==> config.mk <==
export PLATFORM = sky130hd
export DESIGN_NAME = gpio_apb_initiator
export DESIGN_NICKNAME = d
export VERILOG_FILES = /design/src/rtl/gpio_apb_initiator.sv
export SDC_FILE = /design/constraint.sdc
export NUM_CORES = 1
export LEC_CHECK = 0
export CORE_MARGIN = 1.5
export CORE_UTILIZATION = 43
export CTS_CLUSTER_SIZE = 30
export DETAILED_ROUTE_END_ITERATION = 7
export GPL_ROUTABILITY_DRIVEN = 0
export PLACE_DENSITY_LB_ADDON = 0.05
export SLEW_MARGIN = 0
export SYNTH_ARGS = -nofsm -noshare
export SYNTH_HDL_FRONTEND = slang
export SYNTH_SLANG_ARGS = --single-unit
==> constraint.sdc <==
create_clock -name pclk -period 2.8 [get_ports pclk]
set_input_delay 0.56 -clock pclk [delete_from_list [all_inputs] [get_ports pclk]]
set_output_delay 0.56 -clock pclk [all_outputs]
set_load 0.1 [all_outputs]
==> src/rtl/gpio_apb_initiator.sv <==
// gpio_apb_initiator: APB4 initiator driving the nine GPIO registers from a cmd/rsp handshake.
// Ports:
//   pclk, presetn                        clock, async active-low reset
//   cmd_valid_i/cmd_ready_o              command handshake (write, 4-bit index, 32-bit data)
//   rsp_valid_o/rsp_ready_i              response handshake (rdata, err: 00 OK 01 SLVERR 10 TIMEOUT 11 DECERR)
//   paddr_o..pstrb_o, prdata_i..pslverr_i APB4 initiator port
module gpio_apb_initiator #(
    parameter int unsigned TIMEOUT_CYCLES = 16
) (
    input  logic        pclk,
    input  logic        presetn,
    input  logic        cmd_valid_i,
    output logic        cmd_ready_o,
    input  logic        cmd_write_i,
    input  logic [3:0]  cmd_idx_i,
    input  logic [31:0] cmd_wdata_i,
    output logic        rsp_valid_o,
    input  logic        rsp_ready_i,
    output logic [31:0] rsp_rdata_o,
    output logic [1:0]  rsp_err_o,
    output logic [31:0] paddr_o,
    output logic [2:0]  pprot_o,
    output logic        psel_o,
    output logic        penable_o,
    output logic        pwrite_o,
    output logic [31:0] pwdata_o,
    output logic [3:0]  pstrb_o,
    input  logic [31:0] prdata_i,
    input  logic        pready_i,
    input  logic        pslverr_i
);
    typedef enum logic [1:0] {IDLE, SETUP, ACCESS, RESP} state_t;
    localparam logic [1:0] ERR_OK = 2'b00, ERR_SLV = 2'b01, ERR_TO = 2'b10, ERR_DEC = 2'b11;
    localparam logic [16:0] TO_LIM = 17'(TIMEOUT_CYCLES);

    state_t      state, state_d;
    logic [15:0] wait_cnt, wait_d;
    logic        cmd_ready_d, rsp_valid_d, psel_d, penable_d, pwrite_d;
    logic [31:0] rsp_rdata_d, paddr_d, pwdata_d;
    logic [1:0]  rsp_err_d;
    logic [3:0]  pstrb_d;
    logic        timed_out;

    assign pprot_o = 3'b000;
    // This ACCESS cycle is the Nth without pready; a completion sampled now still wins.
    assign timed_out = (TO_LIM != 17'd0) && ({1'b0, wait_cnt} + 17'd1 == TO_LIM);

    always_comb begin
        state_d     = state;
        wait_d      = wait_cnt;
        cmd_ready_d = cmd_ready_o;
        rsp_valid_d = rsp_valid_o;
        rsp_rdata_d = rsp_rdata_o;
        rsp_err_d   = rsp_err_o;
        paddr_d     = paddr_o;
        psel_d      = psel_o;
        penable_d   = penable_o;
        pwrite_d    = pwrite_o;
        pwdata_d    = pwdata_o;
        pstrb_d     = pstrb_o;
        case (state)
            IDLE: if (cmd_valid_i) begin
                cmd_ready_d = 1'b0;
                if (cmd_idx_i > 4'd8) begin
                    state_d     = RESP;
                    rsp_valid_d = 1'b1;
                    rsp_err_d   = ERR_DEC;
                    rsp_rdata_d = '0;
                end else begin
                    state_d  = SETUP;
                    wait_d   = '0;
                    psel_d   = 1'b1;
                    paddr_d  = {26'd0, cmd_idx_i, 2'b00};
                    pwrite_d = cmd_write_i;
                    pwdata_d = cmd_write_i ? cmd_wdata_i : '0;
                    pstrb_d  = {4{cmd_write_i}};
                end
            end
            SETUP: begin
                state_d   = ACCESS;
                penable_d = 1'b1;
            end
            ACCESS: if (pready_i || timed_out) begin
                state_d     = RESP;
                psel_d      = 1'b0;
                penable_d   = 1'b0;
                rsp_valid_d = 1'b1;
                rsp_err_d   = pready_i ? (pslverr_i ? ERR_SLV : ERR_OK) : ERR_TO;
                rsp_rdata_d = (pready_i && !pslverr_i && !pwrite_o) ? prdata_i : '0;
            end else begin
                wait_d = wait_cnt + 16'(wait_cnt != 16'hFFFF);
            end
            RESP: if (rsp_ready_i) begin
                state_d     = IDLE;
                rsp_valid_d = 1'b0;
                cmd_ready_d = 1'b1;
            end
            default: state_d = IDLE;
        endcase
    end

    always_ff @(posedge pclk or negedge presetn) begin
        if (!presetn) begin
            state       <= IDLE;
            wait_cnt    <= '0;
            cmd_ready_o <= 1'b1;
            rsp_valid_o <= 1'b0;
            rsp_rdata_o <= '0;
            rsp_err_o   <= ERR_OK;
            paddr_o     <= '0;
            psel_o      <= 1'b0;
            penable_o   <= 1'b0;
            pwrite_o    <= 1'b0;
            pwdata_o    <= '0;
            pstrb_o     <= '0;
        end else begin
            state       <= state_d;
            wait_cnt    <= wait_d;
            cmd_ready_o <= cmd_ready_d;
            rsp_valid_o <= rsp_valid_d;
            rsp_rdata_o <= rsp_rdata_d;
            rsp_err_o   <= rsp_err_d;
            paddr_o     <= paddr_d;
            psel_o      <= psel_d;
            penable_o   <= penable_d;
            pwrite_o    <= pwrite_d;
            pwdata_o    <= pwdata_d;
            pstrb_o     <= pstrb_d;
        end
    end
endmodule

Word level (Yosys, flattened, before mapping)
Cells that the tools add are included.
{"block": "totals", "ff_bits": 94, "out_inout_bits": 110, "elab_cells": 79}
{"block": "op_classes", "add_sub_neg": 2, "n_reduce_logical": 18, "eq_ne": 11, "n_mux": 34, "magnitude_cmp": 1, "bitwise_logic": 1}
{"op": "32-bit two-way mux", "count": 5}
{"op": "32-bit case mux with 2 select lines", "count": 1}
{"op": "16-bit two-way mux", "count": 3}
{"op": "16-bit case mux with 2 select lines", "count": 1}
{"op": "16-bit by 1-bit adder with 17-bit output (second input constant)", "count": 1}
{"op": "17-bit by 5-bit equality test with 1-bit output (second input constant)", "count": 1}
{"op": "16-bit by 1-bit adder with 16-bit output", "count": 1}
{"op": "2-bit two-way mux", "count": 8}
{"op": "16-bit inequality test (second input constant)", "count": 1}
{"op": "2-bit inequality test (second input constant)", "count": 6}
{"op": "4-bit AND reduction", "count": 3}
{"op": "1-bit two-way mux", "count": 10}
{"op": "3-bit AND reduction", "count": 3}
{"op": "2-bit case mux with 4 select lines", "count": 1}
{"op": "1-bit case mux with 2 select lines", "count": 3}
{"op": "2-bit nonzero test", "count": 3}
{"op": "5-bit AND reduction", "count": 1}
{"op": "2-bit equality test (second input constant)", "count": 2}
{"op": "4-bit greater-than comparator (second input constant)", "count": 1}
{"op": "2-bit case mux with 2 select lines", "count": 1}
{"op": "1-bit case mux with 3 select lines", "count": 1}
{"op": "3-bit nonzero test", "count": 1}
{"op": "2-bit by 1-bit equality test with 1-bit output (second input constant)", "count": 1}
{"op": "1-bit logical AND", "count": 2}
{"op": "5 further kinds", "count": 6}

Longest topological paths before layout
{"block": "logic_depth", "word_depth": 6, "depth_mapped": 10}

Least setup slack after synthesis
OpenSTA, ideal clock, no wires.
{"block": "synth_path", "path_kind": "reg2reg", "from": "register wait_cnt[7]", "to": "register rsp_rdata_o[0]", "setup_ns": 0.123, "n_path_buf": 3, "arrival_time_ns": 2.384, "setup_slack_ns": 0.293, "path_stages_with_launch": 10, "t_required_ns": 2.677, "path_cell_list": "dfrtp_1 -> buf_6 -> or4_1 -> or4_4 -> a2111oi_4 -> a41o_1 -> buf_6 -> o21ai_4 -> buf_6 -> a22o_1"}
{"block": "synth_between", "elab_chain_len": 5}
{"item": "start, declared", "line": "37", "source": "logic [15:0] wait_cnt, wait_d;"}
{"item": "start signal, assigned", "line": "118", "source": "wait_cnt <= wait_d;"}
{"item": "16-bit by 1-bit adder with 17-bit output", "line": "46", "source": "assign timed_out = (TO_LIM != 17'd0) && ({1'b0, wait_cnt} + 17'd1 == TO_LIM);"}
{"item": "17-bit by 5-bit equality test with 1-bit output", "line": "46"}
{"item": "1-bit logical OR", "line": "83", "source": "ACCESS: if (pready_i || timed_out) begin"}
{"item": "2-bit inequality test (no source line)"}
{"item": "4-bit AND reduction (no source line)"}
{"item": "end signal, assigned", "line": "121", "source": "rsp_rdata_o <= rsp_rdata_d;"}
{"item": "end, declared", "line": "19", "source": "output logic [31:0] rsp_rdata_o,"}
Every way passes these cells.
A chain may end at the register's enable or synchronous reset.

Final worst setup path
{"block": "layout_path", "from": "register wait_cnt[1]", "to": "register rsp_rdata_o[10]"}
The elaborated chain is that of the path after synthesis.

==> reports/qor.txt <==
status: finished, final reports clean
slew margin rel.: 41.0%
critical path arrival: 2.96 ns
Fill cells: 915
Sink Count: 93
initial antenna violation count: 0
Syn Area/Cell: 10.0 sq um
CTS Root Buffer Type: clkbuf_8
DIE AREA: 11000 sq um
main combinational cell family by area after synthesis: simple AND/OR/NAND/NOR gates
post-CTS sizing: 0
Seq cells post-synth: 93
# nets final: 690
cell count after synthesis: 445
Bufs on Longest Clock Path: 2
CP bufs+invs: 1
Die Ht: 105 um
Slowest cell on crit path: o21ai_2
layout cells sized above 1: 23.0%
CP cell instances: nand4_2, buf_4, nor4_1, a2111oi_4, a41o_2, o21ai_2, a22o_1
Skew-Pair Late Insertion Delay: 0.37 ns
Post-synth EDFFs: 0
WL final: 11.5 mm
post-route ant nets: 0
internal reg-to-reg setup slack: 0.15 ns
IO Count: 185
CP peak stage delay: 0.61 ns
final hold violation count: 0
H-tree depth: 3
complex-gate fraction of the synthesized area: 14.3%
Final min period: 2.65 ns
Max Slew Vio Count: 0
Fmax: 377 MHz
Distinct cells, synth: 47
vias in the first global route: 3813
first-pass GRT wire length: 18.7 mm
cell taking the most area after synthesis: dfrtp_1
Top FF cell, synth: dfrtp_1
most numerous cell in the Yosys netlist: nand2_1
worst hold-check path type: in -> async
drt initial violations: 166
Crit path required time: 3.11 ns
FP Rows: 36
WS Path Type: reg -> reg
top post-synthesis cells by count: nand2_1, dfrtp_1, nand3_1, buf_4, a22o_1
Startpoint Class: flop
TNS Setup: 0 ns
simple logic cell fraction of the synthesized area: 19.6%
reg2reg path depth: 7
sequential element share of the synthesized area: 52.2%
Buffers on Ports: 153
Die W: 105 um
Critical R2R Capture: rsp_rdata_o[10]$_DFFE_PN0P_
DR pass1 iterations: 4
Setup crit end kind: flop
maxcap violations: 0
area share of the largest cell type after synthesis: 51.6%
CP max FO: 16
total grt overflow: 0
mux cell area share after synthesis: 1.12%
FFs w/ async S/R, synth: 100%
clk_skew: 0.0117 ns
RR Startpoint: wait_cnt[1]$_DFFE_PN0P_
Synth Warn #: 0
post-synthesis xor/xnor area fraction: 1.37%
Synth Area in Adders: 1.68%
mapped cell area: 4460 sq um
Post-CTS Hold Buffers: 0
DP Wirelength: 8.19 mm
postcts setup bufs: 0
vias per cell: 5.15
RSZ-0062 raised after global routing: no
largest net degree at the start of global routing: 71
CTS tree: done
GRT Total Usage: 21.1%
Worst Max-Slew Pin Slew: 0.885 ns
CP top delay family: compound AO/OA/AOI/OAI gates
top cells by area, synth: dfrtp_1, nand2_1, a22o_1, buf_4, nand3_1
multi-input logic area: 1830 sq um
Vias: 3849
Num CTS Buffers: 9
core outline area: 9910 sq um
Clk pin slew, worst setup/hold paths: 0.10 ns
Sequential Area: 2330 sq um
Final setup viols: 0
initial core utilization: 45.0%
Residual DRC: 0
area grow syn2layout: 37.1%
Antenna diodes: 0
fin crit share: 94.7%
WL/cell: 15.4 um
==> through the flow <==
stage / std cells / hold WS, ns / utilization (%) / worst slack (ns) / area (sq um)
final: 747 / 0.306 / 61.7 / 0.147 / 6120
after detailed placement: 730 / 0.459 / 59.7 / 0.0813 / 5920
after global routing: 747 / 0.385 / 61.7 / 0.0300 / 6120
after floorplan: 475 / 0.264 / - / 0.293 / 4570
after global placement: 730 / 0.451 / 59.7 / 0.0920 / 5920
after CTS: 746 / 0.340 / 61.6 / 0.143 / 6110
==> layout make-up <==
class | count | share of cell area, %
inverters | 8 | 0.491
multi-input cells | 314 | 29.9
clock buffers | 9 | 2.02
clock inverters | 7 | 1.10
repair buffers | 183 | 25.6
flip-flops and latches | 93 | 38.1
well taps | 133 | 2.72
==> state kept, by name, indices dropped and copies added, names as in the netlist <==
name / count
pwdata_o: 32
state: 2
rsp_rdata_o: 32
cmd_ready_o: 1
wait_cnt: 16
rsp_err_o: 2
psel_o: 1
pstrb_o: 1
rsp_valid_o: 1
penable_o: 1
paddr_o: 4
==> cells in the final DEF, fill, tap and decap left out, drive strengths merged, types with 4 or more instances in the layout <==
master / Yosys / final
nand2: 96 / 96
a31o: 4 / 4
or3: 4 / 4
buf: 45 / 110
mux2i: 5 / 5
dfrtp: 92 / 92
or4: 4 / 4
o21ai: 9 / 10
clkdlybuf4s50: 0 / 73
a21oi: 12 / 12
conb: 1 / 31
xor2: 4 / 4
nand3: 41 / 41
nor2: 12 / 12
ha: 6 / 6
inv: 8 / 11
nand4: 11 / 11
a22o: 34 / 34
clkbuf: 16 / 9
==> worst max path at each step <==
stage / from / end / slack, ns / cells past startpoint
after floorplan: wait_cnt[7]$_DFFE_PN0P_ / rsp_rdata_o[0]$_DFFE_PN0P_ / 0.29 / 9
after global placement: cmd_idx_i[0] / wait_cnt[5]$_DFFE_PN0P_ / 0.09 / 7
after detailed placement: cmd_idx_i[0] / wait_cnt[12]$_DFFE_PN0P_ / 0.08 / 7
after CTS: wait_cnt[3]$_DFFE_PN0P_ / rsp_rdata_o[21]$_DFFE_PN0P_ / 0.14 / 7
after global routing: wait_cnt[7]$_DFFE_PN0P_ / wait_cnt[12]$_DFFE_PN0P_ / 0.03 / 10
final: wait_cnt[1]$_DFFE_PN0P_ / rsp_rdata_o[10]$_DFFE_PN0P_ / 0.15 / 7
==> per-layer routing <==
layer	vias to the layer above	share of wire, %	track usage [%]
met5	-	0	0
met4	0	1.3	7.14
met3	16	7.1	5.12
met2	150	48	34.8
met1	1860	43	27.1
li1	1823	-	-
==> logic make-up (layout without fill, tap and decap cells) <==
logic type | Yosys count | after routing
flops | 93 | 93
simple gates | 187 | 187
fa+ha+maj | 6 | 6
mux | 5 | 5
compound gates | 77 | 78
other cells | 1 | 31
xor+xnor | 7 | 7
buf+inv | 69 | 207
Power is left out: the tool's default activity adds up to more than one toggle a clock period on the data nets, which glitch-free logic cannot reach.
